<file path="config.mk">
export PLATFORM = sky130hd
export DESIGN_NAME = card_bus_arbiter_flat
export DESIGN_NICKNAME = d
export VERILOG_FILES = /design/src/rtl/card_bus_pkg.sv /design/src/rtl/card_bus_arbiter_if.sv /design/src/rtl/card_prio_enc.sv /design/src/rtl/card_bus_arbiter.sv /design/src/flat_wrapper.sv
export SDC_FILE = /design/constraint.sdc
export NUM_CORES = 1
export LEC_CHECK = 0
export BUFFER_PORTS_ARGS = -buffer_cell sky130_fd_sc_hd__buf_2
export CAP_MARGIN = 40
export CORE_ASPECT_RATIO = 0.5
export CORE_MARGIN = 1.5
export CORE_UTILIZATION = 45
export CTS_CLUSTER_DIAMETER = 100
export DETAILED_ROUTE_END_ITERATION = 7
export PLACE_DENSITY = 0.75
export SYNTH_ARGS = -nofsm -noshare
export SYNTH_HDL_FRONTEND = slang
export SYNTH_SLANG_ARGS = --single-unit
</file>
<file path="constraint.sdc">
create_clock -name clk_logic -period 2.58 [get_ports clk_logic]
set_clock_uncertainty 0.2 [all_clocks]
set_input_delay 0.258 -clock clk_logic [delete_from_list [all_inputs] [get_ports clk_logic]]
set_output_delay 0.258 -clock clk_logic [all_outputs]
set_load 0.1 [all_outputs]
</file>
<file path="src/rtl/card_bus_pkg.sv">
// Shared types and constants for the slot-card data-out / IRQ arbiter.
package card_bus_pkg;
  typedef enum logic [1:0] {IDLE, GRANT, HOLD} arb_state_t;
  localparam int MAX_CARDS  = 8;
  localparam int COLL_CNT_W = 8;
endpackage

</file>
<file path="src/rtl/card_bus_arbiter_if.sv">
// Card-side request/data/IRQ bundle plus the arbitrated bus-side results.
interface card_bus_arbiter_if #(parameter int NUM_CARDS = 4);
  logic                          phi1_posedge_i;
  logic [NUM_CARDS-1:0]          rd_en_i;
  logic [NUM_CARDS-1:0][7:0]     data_i;
  logic [NUM_CARDS-1:0]          irq_n_i;
  logic [NUM_CARDS-1:0]          irq_mask_i;
  logic                          clr_stats_i;
  logic                          data_out_en_o;
  logic [7:0]                    data_out_o;
  logic [NUM_CARDS-1:0]          grant_o;
  logic                          irq_n_o;
  logic [NUM_CARDS-1:0]          irq_src_o;
  logic                          collision_o;
  logic [7:0]                    collision_cnt_o;

  modport slave (
    input  phi1_posedge_i, rd_en_i, data_i, irq_n_i, irq_mask_i, clr_stats_i,
    output data_out_en_o, data_out_o, grant_o, irq_n_o, irq_src_o,
           collision_o, collision_cnt_o
  );
  modport master (
    output phi1_posedge_i, rd_en_i, data_i, irq_n_i, irq_mask_i, clr_stats_i,
    input  data_out_en_o, data_out_o, grant_o, irq_n_o, irq_src_o,
           collision_o, collision_cnt_o
  );
endinterface

</file>
<file path="src/rtl/card_prio_enc.sv">
// Lowest-index one-hot picker: isolates the least significant set bit.
module card_prio_enc #(parameter int W = 4) (
  input  logic [W-1:0] req_i,
  output logic [W-1:0] onehot_o
);
  assign onehot_o = req_i & (~req_i + W'(1));
endmodule

</file>
<file path="src/rtl/card_bus_arbiter.sv">
// Registered data-out owner arbiter with hold window, IRQ combiner and
// per-bus-cycle contention counter.
module card_bus_arbiter
  import card_bus_pkg::*;
#(
  parameter int NUM_CARDS   = 4,
  parameter int HOLD_CYCLES = 2
) (
  input  logic              clk_logic,
  input  logic              system_reset_n,
  card_bus_arbiter_if.slave bus
);
  localparam logic [3:0] HOLD_INIT = 4'(HOLD_CYCLES);

  arb_state_t                state_q, state_d;
  logic [NUM_CARDS-1:0]      owner_q, owner_d, pick, sel, irq_act, irq_pick, irq_src_q;
  logic [3:0]                hold_q, hold_d;
  logic [7:0]                dout_q, dout_d, mux_data;
  logic [NUM_CARDS-1:0][7:0] mux_terms;
  logic                      en_q, en_d, irq_n_q, irq_n_d;
  logic                      coll_q, coll_d, latch_q, latch_d, coll_evt;
  logic [COLL_CNT_W-1:0]     cnt_q, cnt_d;
  logic                      any_req, multi_req, owner_req, phi1;

  assign phi1      = bus.phi1_posedge_i;
  assign any_req   = |bus.rd_en_i;
  assign multi_req = |(bus.rd_en_i & (bus.rd_en_i - NUM_CARDS'(1)));
  assign owner_req = |(bus.rd_en_i & owner_q);
  assign irq_act   = ~bus.irq_n_i & ~bus.irq_mask_i;

  card_prio_enc #(.W(NUM_CARDS)) u_grant_enc (.req_i(bus.rd_en_i), .onehot_o(pick));
  card_prio_enc #(.W(NUM_CARDS)) u_irq_enc   (.req_i(irq_act),     .onehot_o(irq_pick));

  // In IDLE the mux looks at the card about to be granted so data is valid with grant.
  assign sel = (state_q == IDLE) ? pick : owner_q;
  for (genvar k = 0; k < NUM_CARDS; k++) begin : g_mux
    assign mux_terms[k] = bus.data_i[k] & {8{sel[k]}};
  end
  always_comb begin
    mux_data = '0;
    for (int k = 0; k < NUM_CARDS; k++) mux_data = mux_data | mux_terms[k];
  end

  always_comb begin
    state_d = state_q;
    owner_d = owner_q;
    hold_d  = hold_q;
    dout_d  = dout_q;
    if (phi1) begin
      state_d = IDLE;
      owner_d = '0;
      hold_d  = '0;
    end else begin
      case (state_q)
        IDLE: if (any_req) begin
          state_d = GRANT;
          owner_d = pick;
          dout_d  = mux_data;
        end
        GRANT: if (owner_req) begin
          dout_d = mux_data;
        end else if (HOLD_CYCLES == 0) begin
          state_d = IDLE;
          owner_d = '0;
        end else begin
          state_d = HOLD;
          hold_d  = HOLD_INIT;
        end
        HOLD: if (owner_req) begin
          state_d = GRANT;
          hold_d  = '0;
          dout_d  = mux_data;
        end else if (hold_q <= 4'd1) begin
          state_d = IDLE;
          owner_d = '0;
          hold_d  = '0;
        end else begin
          hold_d = hold_q - 4'd1;
        end
        default: begin
          state_d = IDLE;
          owner_d = '0;
          hold_d  = '0;
        end
      endcase
    end
    en_d = (state_d != IDLE);
  end

  // One event per bus cycle; the latch still arms when a clear lands on the event.
  always_comb begin
    coll_evt = !phi1 && ((state_q == IDLE) ? multi_req : |(bus.rd_en_i & ~owner_q));
    latch_d  = phi1 ? 1'b0 : (latch_q | coll_evt);
    coll_d   = coll_q;
    cnt_d    = cnt_q;
    if (coll_evt && !latch_q) begin
      coll_d = 1'b1;
      if (cnt_q != '1) cnt_d = cnt_q + 1'b1;
    end
    if (bus.clr_stats_i) begin
      coll_d = 1'b0;
      cnt_d  = '0;
    end
    irq_n_d = ~|irq_act;
  end

  always_ff @(posedge clk_logic) begin
    if (!system_reset_n) begin
      state_q   <= IDLE;
      owner_q   <= '0;
      hold_q    <= '0;
      dout_q    <= '0;
      en_q      <= 1'b0;
      irq_n_q   <= 1'b1;
      irq_src_q <= '0;
      coll_q    <= 1'b0;
      latch_q   <= 1'b0;
      cnt_q     <= '0;
    end else begin
      state_q   <= state_d;
      owner_q   <= owner_d;
      hold_q    <= hold_d;
      dout_q    <= dout_d;
      en_q      <= en_d;
      irq_n_q   <= irq_n_d;
      irq_src_q <= irq_pick;
      coll_q    <= coll_d;
      latch_q   <= latch_d;
      cnt_q     <= cnt_d;
    end
  end

  assign bus.data_out_en_o   = en_q;
  assign bus.data_out_o      = dout_q;
  assign bus.grant_o         = owner_q;
  assign bus.irq_n_o         = irq_n_q;
  assign bus.irq_src_o       = irq_src_q;
  assign bus.collision_o     = coll_q;
  assign bus.collision_cnt_o = cnt_q;
endmodule
</file>
<file path="src/flat_wrapper.sv">
// flat-port wrapper written by rule: the top's interface ports become plain ports
module card_bus_arbiter_flat import card_bus_pkg::*;
#(
  parameter int NUM_CARDS   = 4,
  parameter int HOLD_CYCLES = 2
)
  (clk_logic, system_reset_n, bus_phi1_posedge_i, bus_rd_en_i, bus_data_i, bus_irq_n_i, bus_irq_mask_i, bus_clr_stats_i, bus_data_out_en_o, bus_data_out_o, bus_grant_o, bus_irq_n_o, bus_irq_src_o, bus_collision_o, bus_collision_cnt_o);
  card_bus_arbiter_if #(.NUM_CARDS(NUM_CARDS)) bus_i ();
  input  logic clk_logic;
  input  logic system_reset_n;
  input wire logic [$bits(bus_i.phi1_posedge_i)-1:0] bus_phi1_posedge_i;
  input wire logic [$bits(bus_i.rd_en_i)-1:0] bus_rd_en_i;
  input wire logic [$bits(bus_i.data_i)-1:0] bus_data_i;
  input wire logic [$bits(bus_i.irq_n_i)-1:0] bus_irq_n_i;
  input wire logic [$bits(bus_i.irq_mask_i)-1:0] bus_irq_mask_i;
  input wire logic [$bits(bus_i.clr_stats_i)-1:0] bus_clr_stats_i;
  output wire logic [$bits(bus_i.data_out_en_o)-1:0] bus_data_out_en_o;
  output wire logic [$bits(bus_i.data_out_o)-1:0] bus_data_out_o;
  output wire logic [$bits(bus_i.grant_o)-1:0] bus_grant_o;
  output wire logic [$bits(bus_i.irq_n_o)-1:0] bus_irq_n_o;
  output wire logic [$bits(bus_i.irq_src_o)-1:0] bus_irq_src_o;
  output wire logic [$bits(bus_i.collision_o)-1:0] bus_collision_o;
  output wire logic [$bits(bus_i.collision_cnt_o)-1:0] bus_collision_cnt_o;
  assign bus_i.phi1_posedge_i = bus_phi1_posedge_i;
  assign bus_i.rd_en_i = bus_rd_en_i;
  assign bus_i.data_i = bus_data_i;
  assign bus_i.irq_n_i = bus_irq_n_i;
  assign bus_i.irq_mask_i = bus_irq_mask_i;
  assign bus_i.clr_stats_i = bus_clr_stats_i;
  assign bus_data_out_en_o = bus_i.data_out_en_o;
  assign bus_data_out_o = bus_i.data_out_o;
  assign bus_grant_o = bus_i.grant_o;
  assign bus_irq_n_o = bus_i.irq_n_o;
  assign bus_irq_src_o = bus_i.irq_src_o;
  assign bus_collision_o = bus_i.collision_o;
  assign bus_collision_cnt_o = bus_i.collision_cnt_o;
  card_bus_arbiter #(.NUM_CARDS(NUM_CARDS), .HOLD_CYCLES(HOLD_CYCLES)) u_core (.clk_logic(clk_logic), .system_reset_n(system_reset_n), .bus(bus_i));
endmodule
</file>
After elaboration in Yosys (flattened, before gate mapping)
Index checks and enable logic that the tools add are counted.

cells by class
  mux-type cells = 19
  add/subtract/negate cells = 5
  $lt $le $gt $ge = 1
  reductions and logical operators = 20
  equality and inequality tests = 8
  bitwise operators = 23

operator list
  operator                                                                           count
  8-bit bitwise AND                                                                  4
  4-bit 2-to-1 mux                                                                   7
  4-bit bitwise AND                                                                  6
  8-bit OR                                                                           3
  4-bit case mux with 3 select lines                                                 2
  4-bit NOT                                                                          5
  4-bit OR reduction                                                                 5
  8-bit 2-to-1 mux                                                                   2
  8-bit case mux with 2 select lines                                                 1
  2-bit 2-to-1 mux                                                                   5
  4-bit by 1-bit adder with 4-bit output (second input constant)                     2
  8-bit by 1-bit adder with 8-bit output (second input constant)                     1
  8-bit inequality test (second input constant)                                      1
  4-bit AND reduction                                                                2
  4-bit by 1-bit subtractor with 4-bit output (second input constant)                2
  2-bit by 1-bit inequality test with 1-bit output (second input constant)           3
  2-bit case mux with 3 select lines                                                 1
  2-bit OR reduction                                                                 3
  4-bit by 1-bit less-or-equal comparator with 1-bit output (second input constant)  1
  2-bit inequality test (second input constant)                                      2
  1-bit NOT                                                                          4
  2-bit AND reduction                                                                2
  2-bit nonzero test                                                                 2
  1-bit logical NOT                                                                  3
  6 further kinds                                                                    7

word-level totals
  bits in registers = 34
  logic and storage cells = 86

Depth between registers and ports, before layout
  depth after elaboration = 10
  mapped depth = 9
  depth with buffers taken out = 7

Cells and area by module
From an unflattened synthesis, not the netlist that was laid out.

second synthesis, totals
  cells, all modules = 226
  area total of the unflattened synthesis = 1914.3 µm²

by module, submodules not included
  module            cells each  times used  sequential area each (µm²)  area each (µm²)
  card_bus_arbiter  218         1           680.7                       1841.8
  card_prio_enc     4           2           0.0                         36.3

Worst setup path before layout
OpenSTA, ideal clock, no wires.

  path type = reg2reg
  start = reg u_core.owner_q[3], in the netlist u_core.bus.grant_o[3]
  end = reg u_core.cnt_q[5], in the netlist u_core.bus.collision_cnt_o[5]
  path slack = 0.056 ns
  stages on the path, launching flop included = 7
  buffers on the path = 1
  clock period less this slack = 2.524 ns
  data required time = 2.310 ns
  arrival time = 2.254 ns
  path through = dfxtp_1 > inv_1 > a22o_1 > o41ai_2 > buf_2 > o21ai_0 > a21oi_1

between the ends
  word-level cells in the longest chain between the ends = 7

RTL lines
  element                               RTL line                 text
  start, declared                       card_bus_arbiter.sv:16   logic [NUM_CARDS-1:0] owner_q, owner_d, pick, sel, irq_act, irq_pick, irq_src_q;
  start signal, assigned                card_bus_arbiter.sv:121  owner_q <= owner_d;
  4-bit NOT                             card_bus_arbiter.sv:92   coll_evt = !phi1 && ((state_q == IDLE) ? multi_req : |(bus.rd_en_i & ~owner_q));
  4-bit bitwise AND                     card_bus_arbiter.sv:92
  4-bit OR reduction                    card_bus_arbiter.sv:92
  1-bit 2-to-1 mux                      card_bus_arbiter.sv:92
  1-bit logical AND                     card_bus_arbiter.sv:92
  1-bit logical AND                     card_bus_arbiter.sv:96   if (coll_evt && !latch_q) begin
  2-bit AND reduction (no source line)  n/a
  end signal, assigned                  card_bus_arbiter.sv:129  cnt_q <= cnt_d;
  end, declared                         card_bus_arbiter.sv:22   logic [COLL_CNT_W-1:0] cnt_q, cnt_d;

No other way between the ends.
A chain may end at the register's enable or synchronous reset.

Final worst setup path
  start = reg u_core.state_q[1]
  end = reg u_core.dout_q[7], in the netlist u_core.bus.data_out_o[7]

between the ends
  word-level cells in the longest chain between the ends = 8
  elaborated cells on any way between the ends = 19
  those cells by class = eq/ne (4); mux (4); bitwise (7); reduce/logical (4)

RTL lines
  element                                     RTL line                                                                text
  start, declared                             card_bus_arbiter.sv:15                                                  arb_state_t state_q, state_d;
  start signal, assigned                      card_bus_arbiter.sv:120                                                 state_q <= state_d;
  2-bit logical NOT                           card_bus_arbiter.sv:35, card_bus_arbiter.sv:54
  4-bit 2-to-1 mux                            card_bus_arbiter.sv:35                                                  assign sel = (state_q == IDLE) ? pick : owner_q;
  8-bit bitwise AND                           card_bus_arbiter.sv:37                                                  assign mux_terms[k] = bus.data_i[k] & {8{sel[k]}};
  8-bit OR (3 in a row)                       card_bus_arbiter.sv:41                                                  for (int k = 0; k < NUM_CARDS; k++) mux_data = mux_data | mux_terms[k];
  8-bit 2-to-1 mux, on equally long branches  card_bus_arbiter.sv:60, card_bus_arbiter.sv:69, card_bus_arbiter.sv:55
  8-bit case mux with 2 select lines          card_bus_arbiter.sv:54                                                  case (state_q)
  end signal, assigned                        card_bus_arbiter.sv:123                                                 dout_q <= dout_d;
  end, declared                               card_bus_arbiter.sv:18                                                  logic [7:0] dout_q, dout_d, mux_data;

Several ways; a longest one is shown, not always the timed one. The select of a mux whose other input is x is not followed.

==> key figures <==
Outcome
  – Run status: finished with violations
  – Failing checks: DRC

Timing
  – Final hold viol count: 0
  – Fmax: 0.440 GHz
  – Tcrit/Tclk final: 88.0%
  – Rel. slew slack: 56.7%
  – Fin Setup TNS: 0 ns
  – RSZ-0062 raised after global routing: no
  – Slew Limit Fails: 0
  – Least-Margin Pin Slew: 0.650 ns
  – Min Tclk post-route: 2.27 ns
  – Worst Slack Setup Final: 0.309 ns
  – Endpoints failing setup: 0

Global routing
  – GR Overflow Total: 0
  – Global routing's busiest layer: met2
  – M2 GR Usage: 35.4%
  – Grt met3 use: 6.54%
  – Vias in the first global route: 1699
  – Antenna violations before repair: 0
  – Global-route usage over all layers: 21.2%
  – Largest net degree at the start of global routing: 17
  – M1 GR Usage: 26.3%
  – First-pass GRT wire length: 7.33 mm

Floorplan
  – Die height: 48.3 um
  – CORE AREA: 3920 sq um
  – Initial core utilization: 47.0%
  – Rows: 16
  – Die width: 93.6 um
  – Ports: 75
  – Full die area: 4520 sq um

Placed design
  – Port-buffer cells: 74
  – GP Congestion: 0.890
  – DP Wirelength: 3.71 mm
  – Pre-CTS setup slack: 0.349 ns

Power
  – Clk pwr share: 30.6%
  – Sequential Power Share: 41.4%
  – Psw: 487 uW
  – Switching share of power: 36.0%
  – Pint: 867 uW
  – Comb pwr share: 28.0%
  – Static Leak: 0.00106 uW
  – Pwr per Cell Area: 558 nW/um^2
  – Peak supply drop: 0.274 mV

Setup path
  – Worst EP required: 2.55 ns
  – Crit path launch: u_core.state_q[1]
  – Slowest CP cell: dfxtp_1
  – Crit-path cells: inv_1 > ha_1 > buf_4 > and2_1 > o21bai_1 > a222oi_1 > a31oi_1
  – Flop-to-flop setup slack: 0.31 ns
  – R2R cell count: 7
  – RR Endpoint: u_core.bus.data_out_o[7]
  – CP Max Fanout: 12
  – Worst setup EP type: register
  – R2r startpoint: u_core.state_q[1]
  – Worst Setup Path Type: register to register
  – Crit path max-delay family: compound AO/OA/AOI/OAI gates
  – Crit path to: u_core.bus.data_out_o[7]
  – CP Depth: 7
  – Critical Path Start Type: register
  – Slowest stage delay, CP: 0.42 ns
  – Worst Path Arrival: 2.24 ns
  – Crit path buffers/inverters: 2

Layout
  – Fillers: 357
  – Nets@finish: 350
  – Antenna cells: 0
  – Layout cells sized above 1: 31.8%
  – Area Growth Syn to Fin: 31.6%

Logic synthesis
  – Synth Instances: 210
  – Synthesized flop and latch total: 34
  – Area leader, netlist: dfxtp_1
  – Top_reg_cell synth: dfxtp_1
  – Post-Syn Area: 1850 sq um
  – Top cell type's share of synthesized area: 36.9%
  – Async SR Flop Fraction: 0%
  – Syn nets: 265
  – Post-synth EDFFs: 0
  – Syn Area/Cell: 8.79 sq um
  – Ranking of synthesized cells by area: dfxtp_1 (37%), ha_1 (4.7%), a222oi_1 (4.3%)
  – Synth cell count leaders: dfxtp_1 (34), nand2_1 (16), nor2_1 (15), a31oi_1 (10), inv_1 (10)
  – Ys Warns: 0
  – Post-synth cell types: 49
  – Count leader, synth: dfxtp_1
  – Part of the Yosys area used for sequential elements: 36.9%

Routing
  – Routed Wire Length: 5.00 mm
  – DRC viols: 1
  – 1st-pass router iterations: 8
  – Post-DRT Antenna Nets: 0
  – Vias: 2002
  – Iter 0 DRT Violations: 194
  – WL/cell: 14.3 um
  – Drt via density: 5.72

Clock tree
  – Clk root buf: clkbuf_8
  – Longest Clk Path Bufs: 2
  – Worst skew pair latency: 0.29 ns
  – CTS tree: done
  – # clock sinks: 34
  – Total CTS buffers: 5
  – CTS HTree Levels: 2
  – Clock-pin slew on the worst setup and hold paths: 0.07 ns

Job
  – Max cap viols: 0

Hold path
  – Worst hold path type: input port to register
power by group through the flow:
stage	logic (uW)	clock network [uW]	registers, uW
after floorplan	124	0	727
after global placement	362	0	572
after detailed placement	367	0	572
after CTS	376	421	560
final	379	415	561
after global routing	399	441	563
timing repair:
item	CTS	global route
setup buffers	0	0
hold buffers	8	0
hold endpoints to repair	4	0
resized for setup	0	0
sequential cells by signal, indices dropped and copies added (netlist names):
register,cells
u_core.bus.grant_o,4
u_core.bus.irq_src_o,4
u_core.hold_q,4
u_core.bus.data_out_o,8
u_core.bus.data_out_en_o,1
u_core.latch_q,1
u_core.bus.collision_cnt_o,8
u_core.bus.collision_o,1
u_core.state_q,2
u_core.bus.irq_n_o,1
cell usage in the layout, fill, tap and decap left out, types with 4 or more instances in the layout:
| master | count |
|---|---|
| buf_2 | 74 |
| dfxtp_1 | 34 |
| nand2_1 | 16 |
| nor2_1 | 15 |
| inv_1 | 10 |
| a31oi_1 | 10 |
| o21ai_0 | 9 |
| o21ai_1 | 9 |
| nand3_1 | 9 |
| a222oi_1 | 8 |
| dlygate4sd3_1 | 8 |
| a21oi_1 | 7 |
| ha_1 | 7 |
| or3_1 | 6 |
| clkbuf_8 | 6 |
| nor3_1 | 5 |
| o31ai_1 | 5 |
| o41ai_1 | 4 |
| buf_4 | 4 |
stage by stage:
| step | utilization, % | instances | power, uW | cell area [sq um] | hold slack (ns) |
|---|---|---|---|---|---|
| finish | 61.9 | 350 | 1350 | 2430 | 0.0244 |
| CTS | 61.9 | 350 | 1360 | 2430 | 0.0229 |
| floorplan | - | 210 | 850 | 1850 | 0.133 |
| global placement | 57.5 | 334 | 934 | 2260 | 0.239 |
| global route | 61.9 | 350 | 1400 | 2430 | 0.0253 |
| detailed placement | 57.5 | 334 | 939 | 2260 | 0.242 |
logic make-up (layout without fill, tap and decap cells):
| group | after synthesis | count (layout) | synth area share [%] |
|---|---|---|---|
| flops | 34 | 34 | 36.9 |
| fa+ha+maj | 7 | 7 | 4.75 |
| mux | 1 | 1 | 0.542 |
| buf+inv | 18 | 104 | 5.08 |
| simple gates | 76 | 76 | 22.0 |
| compound gates | 74 | 74 | 30.7 |
worst reg2reg max path, cell delays in order, from the launching register on:
cell and delay (ns):
dfxtp_1 0.42, inv_1 0.11, ha_1 0.22, buf_4 0.19, and2_1 0.18, o21bai_1 0.29
a222oi_1 0.41, a31oi_1 0.13
worst min-delay path by stage:
stage,depth (start not counted),startpoint,slack [ns],end
final,3,bus_data_i[19],0.02,u_core.bus.data_out_o[3]
after global routing,3,bus_data_i[21],0.03,u_core.bus.data_out_o[5]
after CTS,3,bus_data_i[19],0.02,u_core.bus.data_out_o[3]
after detailed placement,2,bus_irq_mask_i[2],0.24,u_core.bus.irq_src_o[2]
after global placement,2,bus_irq_n_i[2],0.24,u_core.bus.irq_src_o[2]
after floorplan,1,bus_irq_mask_i[0],0.13,u_core.bus.irq_src_o[0]
per-layer routing:
layer | up-vias | routed length (um)
li1 | 985 | -
met1 | 945 | 2220
met2 | 63 | 2440
met3 | 9 | 266
met4 | 0 | 70
met5 | - | 0
layout make-up:
class | count | area [sq um] | share of cell area, %
inverters | 10 | 37.5 | 1.55
clock inverters | 1 | 5.00 | 0.206
multi-input cells | 158 | 1070 | 44.1
clock buffers | 7 | 86.3 | 3.55
flip-flops and latches | 34 | 681 | 28.0
repair buffers | 86 | 480 | 19.8
well taps | 54 | 67.6 | 2.78
Power figures use the tool's default switching activity.
